<file path="src/rtl/addsub_serial_pkg.sv">
// Shared types and helpers for the digit-serial adder/subtractor.
//   state_t    : controller states
//   cnt_width  : width of the digit counter for a given WIDTH/DIGIT pair
package addsub_pkg;

  typedef enum logic [1:0] {
    S_IDLE = 2'd0,
    S_RUN  = 2'd1,
    S_DONE = 2'd2
  } state_t;

  // A single-digit configuration still needs a one-bit counter.
  function automatic int cnt_width(input int width, input int digit);
    int n;
    n = width / digit;
    return (n < 2) ? 1 : $clog2(n);
  endfunction

endpackage

</file>
<file path="src/rtl/addsub_serial_if.sv">
// Operation handshake and result bus of addsub_serial.
//   master : issues start/sub/a/b, observes busy/done/out and flags
//   slave  : the adder/subtractor itself
interface addsub_serial_if #(
  parameter int WIDTH = 8
);
  logic             start;
  logic             sub;
  logic [WIDTH-1:0] a;
  logic [WIDTH-1:0] b;
  logic             busy;
  logic             done;
  logic [WIDTH-1:0] out;
  logic             carry;
  logic             overflow;
  logic             zero;

  modport master (
    output start, sub, a, b,
    input  busy, done, out, carry, overflow, zero
  );

  modport slave (
    input  start, sub, a, b,
    output busy, done, out, carry, overflow, zero
  );
endinterface

</file>
<file path="src/rtl/addsub_digit.sv">
// DIGIT-bit ripple-carry adder slice.
//   x_i, y_i   : slice operands
//   cin_i      : carry into bit 0
//   s_o        : slice sum
//   cout_o     : carry out of the top bit
//   c_msb_in_o : carry into the top bit (overflow detection)
module addsub_digit #(
  parameter int DIGIT = 1
) (
  input  logic [DIGIT-1:0] x_i,
  input  logic [DIGIT-1:0] y_i,
  input  logic             cin_i,
  output logic [DIGIT-1:0] s_o,
  output logic             cout_o,
  output logic             c_msb_in_o
);

  logic c;

  always_comb begin
    s_o        = '0;
    c_msb_in_o = 1'b0;
    c          = cin_i;
    for (int i = 0; i < DIGIT; i++) begin
      if (i == DIGIT - 1) c_msb_in_o = c;
      s_o[i] = x_i[i] ^ y_i[i] ^ c;
      c      = (x_i[i] & y_i[i]) | (x_i[i] & c) | (y_i[i] & c);
    end
    cout_o = c;
  end

endmodule

</file>
<file path="src/rtl/addsub_serial.sv">
// Digit-serial two's-complement adder/subtractor, DIGIT bits per clock.
//   clk : rising-edge clock
//   rst : synchronous active-high reset
//   bus : start/sub/a/b in, busy/done/out/carry/overflow/zero out
//
// state  | meaning
// S_IDLE | waiting for start
// S_RUN  | processing digits, busy = 1
// S_DONE | result valid, done = 1 for this cycle; start relaunches
module addsub_serial
  import addsub_pkg::*;
#(
  parameter int WIDTH = 8,
  parameter int DIGIT = 1
) (
  input  logic           clk,
  input  logic           rst,
  addsub_serial_if.slave bus
);

  localparam int             N    = WIDTH / DIGIT;
  localparam int             CW   = cnt_width(WIDTH, DIGIT);
  localparam logic [CW-1:0]  LAST = CW'(N - 1);

  state_t           state_q;
  logic [WIDTH-1:0] a_q, b_q;
  logic             c_q;
  logic [CW-1:0]    cnt_q;
  logic             busy_q, done_q;
  logic [WIDTH-1:0] out_q;
  logic             carry_q, ovf_q, zero_q;

  logic [DIGIT-1:0] s;
  logic             cout, c_msb_in;
  logic [WIDTH-1:0] res_d;

  addsub_digit #(.DIGIT(DIGIT)) u_digit (
    .x_i        (a_q[DIGIT-1:0]),
    .y_i        (b_q[DIGIT-1:0]),
    .cin_i      (c_q),
    .s_o        (s),
    .cout_o     (cout),
    .c_msb_in_o (c_msb_in)
  );

  // Sum digits enter at the MSB end; after the last digit res_d holds the
  // whole result, so it is what gets copied to out.
  if (WIDTH > DIGIT) begin : g_acc
    logic [WIDTH-DIGIT-1:0] acc_q;
    assign res_d = {s, acc_q};
    always_ff @(posedge clk) begin
      if (rst)                    acc_q <= '0;
      else if (state_q == S_RUN)  acc_q <= res_d[WIDTH-1:DIGIT];
    end
  end else begin : g_noacc
    assign res_d = s;
  end

  always_ff @(posedge clk) begin
    if (rst) begin
      state_q <= S_IDLE;
      a_q     <= '0;
      b_q     <= '0;
      c_q     <= 1'b0;
      cnt_q   <= '0;
      busy_q  <= 1'b0;
      done_q  <= 1'b0;
      out_q   <= '0;
      carry_q <= 1'b0;
      ovf_q   <= 1'b0;
      zero_q  <= 1'b1;
    end else begin
      case (state_q)
        S_IDLE, S_DONE: begin
          done_q <= 1'b0;
          if (bus.start) begin
            a_q     <= bus.a;
            b_q     <= bus.sub ? ~bus.b : bus.b;
            c_q     <= bus.sub;  // a + ~b + 1 for subtraction
            cnt_q   <= '0;
            busy_q  <= 1'b1;
            state_q <= S_RUN;
          end else begin
            state_q <= S_IDLE;
          end
        end
        S_RUN: begin
          a_q   <= a_q >> DIGIT;
          b_q   <= b_q >> DIGIT;
          c_q   <= cout;
          cnt_q <= cnt_q + 1'b1;
          if (cnt_q == LAST) begin
            busy_q  <= 1'b0;
            done_q  <= 1'b1;
            out_q   <= res_d;
            carry_q <= cout;
            ovf_q   <= c_msb_in ^ cout;
            zero_q  <= (res_d == '0);
            state_q <= S_DONE;
          end
        end
        default: begin
          busy_q  <= 1'b0;
          done_q  <= 1'b0;
          state_q <= S_IDLE;
        end
      endcase
    end
  end

  assign bus.busy     = busy_q;
  assign bus.done     = done_q;
  assign bus.out      = out_q;
  assign bus.carry    = carry_q;
  assign bus.overflow = ovf_q;
  assign bus.zero     = zero_q;

endmodule

</file>
<file path="src/flat_wrapper.sv">
// flat-port wrapper written by rule: the top's interface ports become plain ports
module addsub_serial_flat import addsub_pkg::*;
#(
  parameter int WIDTH = 8,
  parameter int DIGIT = 1
)
  (clk, rst, bus_start, bus_sub, bus_a, bus_b, bus_busy, bus_done, bus_out, bus_carry, bus_overflow, bus_zero);
  addsub_serial_if #(.WIDTH(WIDTH)) bus_i ();
  input  logic clk;
  input  logic rst;
  input wire logic [$bits(bus_i.start)-1:0] bus_start;
  input wire logic [$bits(bus_i.sub)-1:0] bus_sub;
  input wire logic [$bits(bus_i.a)-1:0] bus_a;
  input wire logic [$bits(bus_i.b)-1:0] bus_b;
  output wire logic [$bits(bus_i.busy)-1:0] bus_busy;
  output wire logic [$bits(bus_i.done)-1:0] bus_done;
  output wire logic [$bits(bus_i.out)-1:0] bus_out;
  output wire logic [$bits(bus_i.carry)-1:0] bus_carry;
  output wire logic [$bits(bus_i.overflow)-1:0] bus_overflow;
  output wire logic [$bits(bus_i.zero)-1:0] bus_zero;
  assign bus_i.start = bus_start;
  assign bus_i.sub = bus_sub;
  assign bus_i.a = bus_a;
  assign bus_i.b = bus_b;
  assign bus_busy = bus_i.busy;
  assign bus_done = bus_i.done;
  assign bus_out = bus_i.out;
  assign bus_carry = bus_i.carry;
  assign bus_overflow = bus_i.overflow;
  assign bus_zero = bus_i.zero;
  addsub_serial #(.WIDTH(WIDTH), .DIGIT(DIGIT)) u_core (.clk(clk), .rst(rst), .bus(bus_i));
endmodule
</file>
<file path="config.mk">
export PLATFORM = sky130hd
export DESIGN_NAME = addsub_serial_flat
export DESIGN_NICKNAME = d
export VERILOG_FILES = /design/src/rtl/addsub_serial_pkg.sv /design/src/rtl/addsub_serial_if.sv /design/src/rtl/addsub_digit.sv /design/src/rtl/addsub_serial.sv /design/src/flat_wrapper.sv
export SDC_FILE = /design/constraint.sdc
export NUM_CORES = 1
export LEC_CHECK = 0
export ABC_AREA = 1
export BUFFER_PORTS_ARGS = -buffer_cell sky130_fd_sc_hd__clkbuf_2
export CAP_MARGIN = 20
export CORE_ASPECT_RATIO = 1.2
export CORE_MARGIN = 4
export CORE_UTILIZATION = 55
export CTS_CLUSTER_SIZE = 10
export DETAILED_ROUTE_END_ITERATION = 10
export PLACE_DENSITY = 0.86
export REMOVE_ABC_BUFFERS = 1
export SETUP_SLACK_MARGIN = 0.5
export SLEW_MARGIN = 25
export SYNTH_ARGS = -nofsm -noshare
export SYNTH_HDL_FRONTEND = slang
export SYNTH_SLANG_ARGS = --single-unit
</file>
<file path="constraint.sdc">
create_clock -name clk -period 3.4 [get_ports clk]
set_input_delay 0.51 -clock clk [delete_from_list [all_inputs] [get_ports clk]]
set_output_delay 0.51 -clock clk [all_outputs]
set_load 0.01 [all_outputs]
</file>
After elaboration in Yosys (flattened, before gate mapping)
Index checks and enable logic that the tools add are counted.

operators by class
  $lt $le $gt $ge = 0
  shifts and indexed selects = 0
  reductions and logical operators = 8
  eq/ne operators = 5
  bitwise gates (word level) = 10
  mux-type cells = 15
  multiply operators = 0
  $add $sub $neg = 1
  div/mod/pow operators = 0

operators by type and width
  cell                   number
  $pmux W8 S2            2
  $mux W8                3
  $logic_not A8 Y1       1
  $not A8 Y8             1
  $pmux W3 S2            1
  $reduce_and A2 Y1      3
  $mux W1                4
  $ne A2 B2 Y1 const B   2
  $pmux W1 S2            2
  $pmux W2 S2            1
  $reduce_or A2 Y1       2
  $add A3 B1 Y3 const B  1
  $and A1 B1 Y1          3
  $eq A3 B3 Y1 const B   1
  $mux W3                1
  $xor A1 B1 Y1          3
  $eq A2 B1 Y1 const B   1
  $eq A2 B2 Y1 const B   1
  $logic_not A2 Y1       1
  $mux W2                1
  $or A1 B1 Y1           2
  $reduce_bool A2 Y1     1
  $not A1 Y1             1

storage, ports and cells
  register bits after elaboration = 42
  word-level logic and storage cells = 51
  memories kept = 0
  output and inout port bits = 13
  ROM bits = 0
  bits in latches = 0
  bits in writable memories = 0

Logic depth before layout (Yosys ltp)
  depth after elaboration = 4
  mapped depth = 8
  gate-level depth less buffers = 8

By module
From an unflattened synthesis, not the netlist that was laid out.

unflattened totals
  cells, all modules = 267
  area, all modules = 1851.8 um^2

modules (own cells, without submodules)
  module         cells each  area an instance (um^2)  times used  sequential area each (um^2)
  addsub_serial  265         1824.2                   1           840.8
  addsub_digit   2           27.5                     1           0.0

Worst setup path before layout
Ideal clock, no wire load.

  path kind = reg-to-reg
  start = reg u_core.cnt_q[0]
  end = reg u_core.zero_q (netlist: u_core.bus.zero)
  data arrival time = 1.227 ns
  slack = 2.059 ns
  required time = 3.285 ns
  stages on the path, launching flop included = 9
  library setup time = 0.115 ns
  period minus slack after synthesis = 1.341 ns
  cell sequence = dfxtp_1 > ha_1 > ha_1 > inv_1 > nor2_4 > inv_2 > buf_6 > a21oi_1 > nand2_1

on the way
  cells in the longest elaborated chain, start to end = 2

RTL lines
  what                                line                 text
  from (decl)                         addsub_serial.sv:28  logic [CW-1:0] cnt_q;
  from (signal assigned)              addsub_serial.sv:91  cnt_q <= cnt_q + 1'b1;
  $eq A3 B3 Y1                        addsub_serial.sv:92  if (cnt_q == LAST) begin
  $reduce_and A2 Y1 (no source line)  n/a
  to (signal assigned)                addsub_serial.sv:98  zero_q <= (res_d == '0);
  to (decl)                           addsub_serial.sv:31  logic carry_q, ovf_q, zero_q;

Every way passes these cells.
A chain may end at the register's enable or synchronous reset.

==> flow_summary.json <==
{
  "status": "complete, no violations",
  "fp.dieW_um": 61.6,
  "cts.repair.resized": 0,
  "synth_top_family_by_area": "simple AND/OR/NAND/NOR gates",
  "via_count": 1675,
  "fmax_ghz": 0.646,
  "final_cell_area_mm2": 0.00211,
  "hpwl_um": 2580,
  "crit_family": "buffers and inverters",
  "ys_ff_latch": 42,
  "clockBufferDepth": 2,
  "dieArea_mm2": 0.00445,
  "place_area_mm2": 0.00202,
  "fin_crit_ps": 1550,
  "relSlewSlack_pct": 54.1,
  "synth_edf_count": 0,
  "synth_compound_area_share_pct": 9.77,
  "antenna_found_initial": 0,
  "num_rows": 23,
  "clkPwrFrac_pct": 33.3,
  "arrival_ps": 1790,
  "cp.required_ps": 3640,
  "layout-drive-gt1-share_pct": 19.4,
  "critPathSlowestCell": "inv_1",
  "ys.flop_type": "dfxtp_1",
  "slew_violations": 0,
  "vias_per_cell": 5.06,
  "power_density_mw_per_mm2": 467,
  "cts_tree": "yes",
  "postRouteWirelength_um": 3720,
  "grt_pass1_wl_um": 6530,
  "start_util_pct": 56.8,
  "seq_area_frac_synth_pct": 44.4,
  "synth_area_leaders": "dfxtp_1, nand2_1, nand3_1",
  "clock_latency_ps": 290,
  "rsz0062_at_grt": "false",
  "power.internal_w": 0.000726,
  "port-buffer-count": 32,
  "die_h_um": 72.3,
  "drc": 0,
  "syn_area_mm2": 0.00190,
  "endpoint_kind": "register",
  "synth_most_common_cell": "nand2_1",
  "min_path_type": "input port to register",
  "numCtsBuffers": 5,
  "p_sw_w": 0.000261,
  "ys_types": 22,
  "swShare_pct": 26.4,
  "synthSimpleGateAreaFrac_pct": 32.3,
  "synth-xor-area-share_pct": 0.924,
  "synthTopCellsByCount": "nand2_1, dfxtp_1, nor2_1, inv_1, nand3_1",
  "synth_cells": 265,
  "syn_area_per_cell_um2": 7.15,
  "synth.mux.area_fraction_pct": 0,
  "maxCapViolations": 0,
  "setup_tns_ps": 0,
  "cpPeakStageDelay_ps": 530,
  "wl_per_cell_um": 11.2,
  "path_buf_inv": 2,
  "crit_path_start_kind": "input port",
  "crit_type": "input port to register",
  "worst_slack_ps": 1850,
  "clock-sinks": 42,
  "path_clk_slew_ps": 70,
  "combPwrFrac_pct": 12.6,
  "cts-root-buf": "clkbuf_8",
  "post-route-util_pct": 63.3,
  "crit_path_frequent_cell": "nand2_1",
  "finalHoldViolations": 0,
  "place_ws_ps": 1560,
  "setup_viol": 0,
  "ioPinCount": 33,
  "crit_fanout": 23,
  "synthArstFlopShare_pct": 0,
  "skew_ps": 3.03,
  "seq_power_share_pct": 54.1,
  "cts_hold_buf": 0,
  "min_period_over_period_pct": 45.5,
  "cts.htree.levels": 2,
  "crit_chain": "clkbuf_2 -> inv_1 -> nand2_1 -> nor2_1 -> nand2_1 -> nand2_1",
  "synthAdderAreaFrac_pct": 2.38,
  "multiInputGateArea_um2": 860,
  "fp.coreArea_mm2": 0.00334,
  "register_area_um2": 841,
  "firstDrtPassIters": 5,
  "holdWs_ps": 443,
  "p_leak_nw": 1.06,
  "fill_cells": 320,
  "cts_setup_buffers": 0,
  "grt_pass1_vias": 1562,
  "yosysTopAreaCellShare_pct": 44.4,
  "synth_top_cell_by_area": "dfxtp_1",
  "worstMarginPinSlew_ps": 688,
  "grt_max_degree": 26,
  "yosysWarnings": 0,
  "ir_drop_v": 0.000324,
  "grt.overflow.total": 0,
  "final_nets": 316,
  "drtIter0Drc": 125,
  "track_usage_pct": 19.2,
  "syn_to_final_growth_pct": 11.6,
  "gp_congestion": 0.810,
  "ant_nets": 0,
  "diodes": 0
}
-- power groups by stage --
stage	sequential [W]	clock, W	combinational, W
6_report	0.000534	0.000328	0.000125
5_1_grt	0.000538	0.000356	0.000145
4_1_cts	0.000534	0.000338	0.000125
3_5_place_dp	0.000546	0	0.000125
3_3_place_gp	0.000545	0	0.000120
2_1_floorplan	0.000543	0	0.0000861
-- cells in the final DEF, fill, tap and decap left out, drive strengths merged --
cell type	instances
a21oi	20
clkbuf	39
clkinv	1
dfxtp	42
fa	1
ha	2
inv	31
nand2	84
nand3	23
nor2	32
nor3	2
o21ai	14
or2	1
xor2	2
-- area by class of cell --
class,instances,share of cell area [%]
Tap cell,37,2.19
Clock buffer,7,4.08
Timing Repair Buffer,32,7.57
Multi-Input combinational cell,181,40.7
Clock inverter,1,0.237
Sequential cell,42,39.8
Inverter,31,5.50
-- per-stage QoR --
step / power (W) / std cells
after global routing: 0.00104 / 331
after global placement: 0.000665 / 323
after floorplan: 0.000629 / 254
after detailed placement: 0.000670 / 323
after CTS: 0.000997 / 331
final: 0.000987 / 331
-- registers in the layout (all words and copies together) (netlist names), 2 cells and up --
register            cells
u_core.b_q              8
u_core.bus.out          8
u_core.a_q              8
u_core.cnt_q            3
u_core.g_acc.acc_q      7
u_core.state_q          2
-- logic make-up after synthesis --
kind of cell	after synthesis
buffers and inverters	42
adder cells (fa/ha/maj)	3
flip-flops	42
AO/OA/AOI/OAI	34
AND/OR/NAND/NOR	142
XOR/XNOR	2
-- worst paths after layout --
path | start | end | slack [ps] | cells after the start
hold / removal | bus_a[7] | u_core.a_q[7] | 440 | 3
setup / recovery | rst | u_core.bus.carry | 1850 | 6
hold reg to reg | u_core.bus.out[5] | u_core.bus.out[5] | 460 | 2
setup reg to reg | u_core.state_q[0] | u_core.bus.carry | 1860 | 6
-- layer usage --
layer  GRT usage (%)  part of all wire, %  wire length (um)  vias up
met3            5.16                  5.4               201        8
met4            8.49                  1.5                55        0
li1                -                    -                 -      878
met5               0                    0                 0        -
met2            32.0                   49              1830       39
met1            22.6                   44              1630      750
-- worst register-to-register path: stages (launching register included) --
cell and delay, ps:
dfxtp_1 420, inv_2 100, nor2_4 490, nand2_1 200, nor2_1 160, nand2_1 60, nand2_1 60
(Power assumes the default switching activity.)
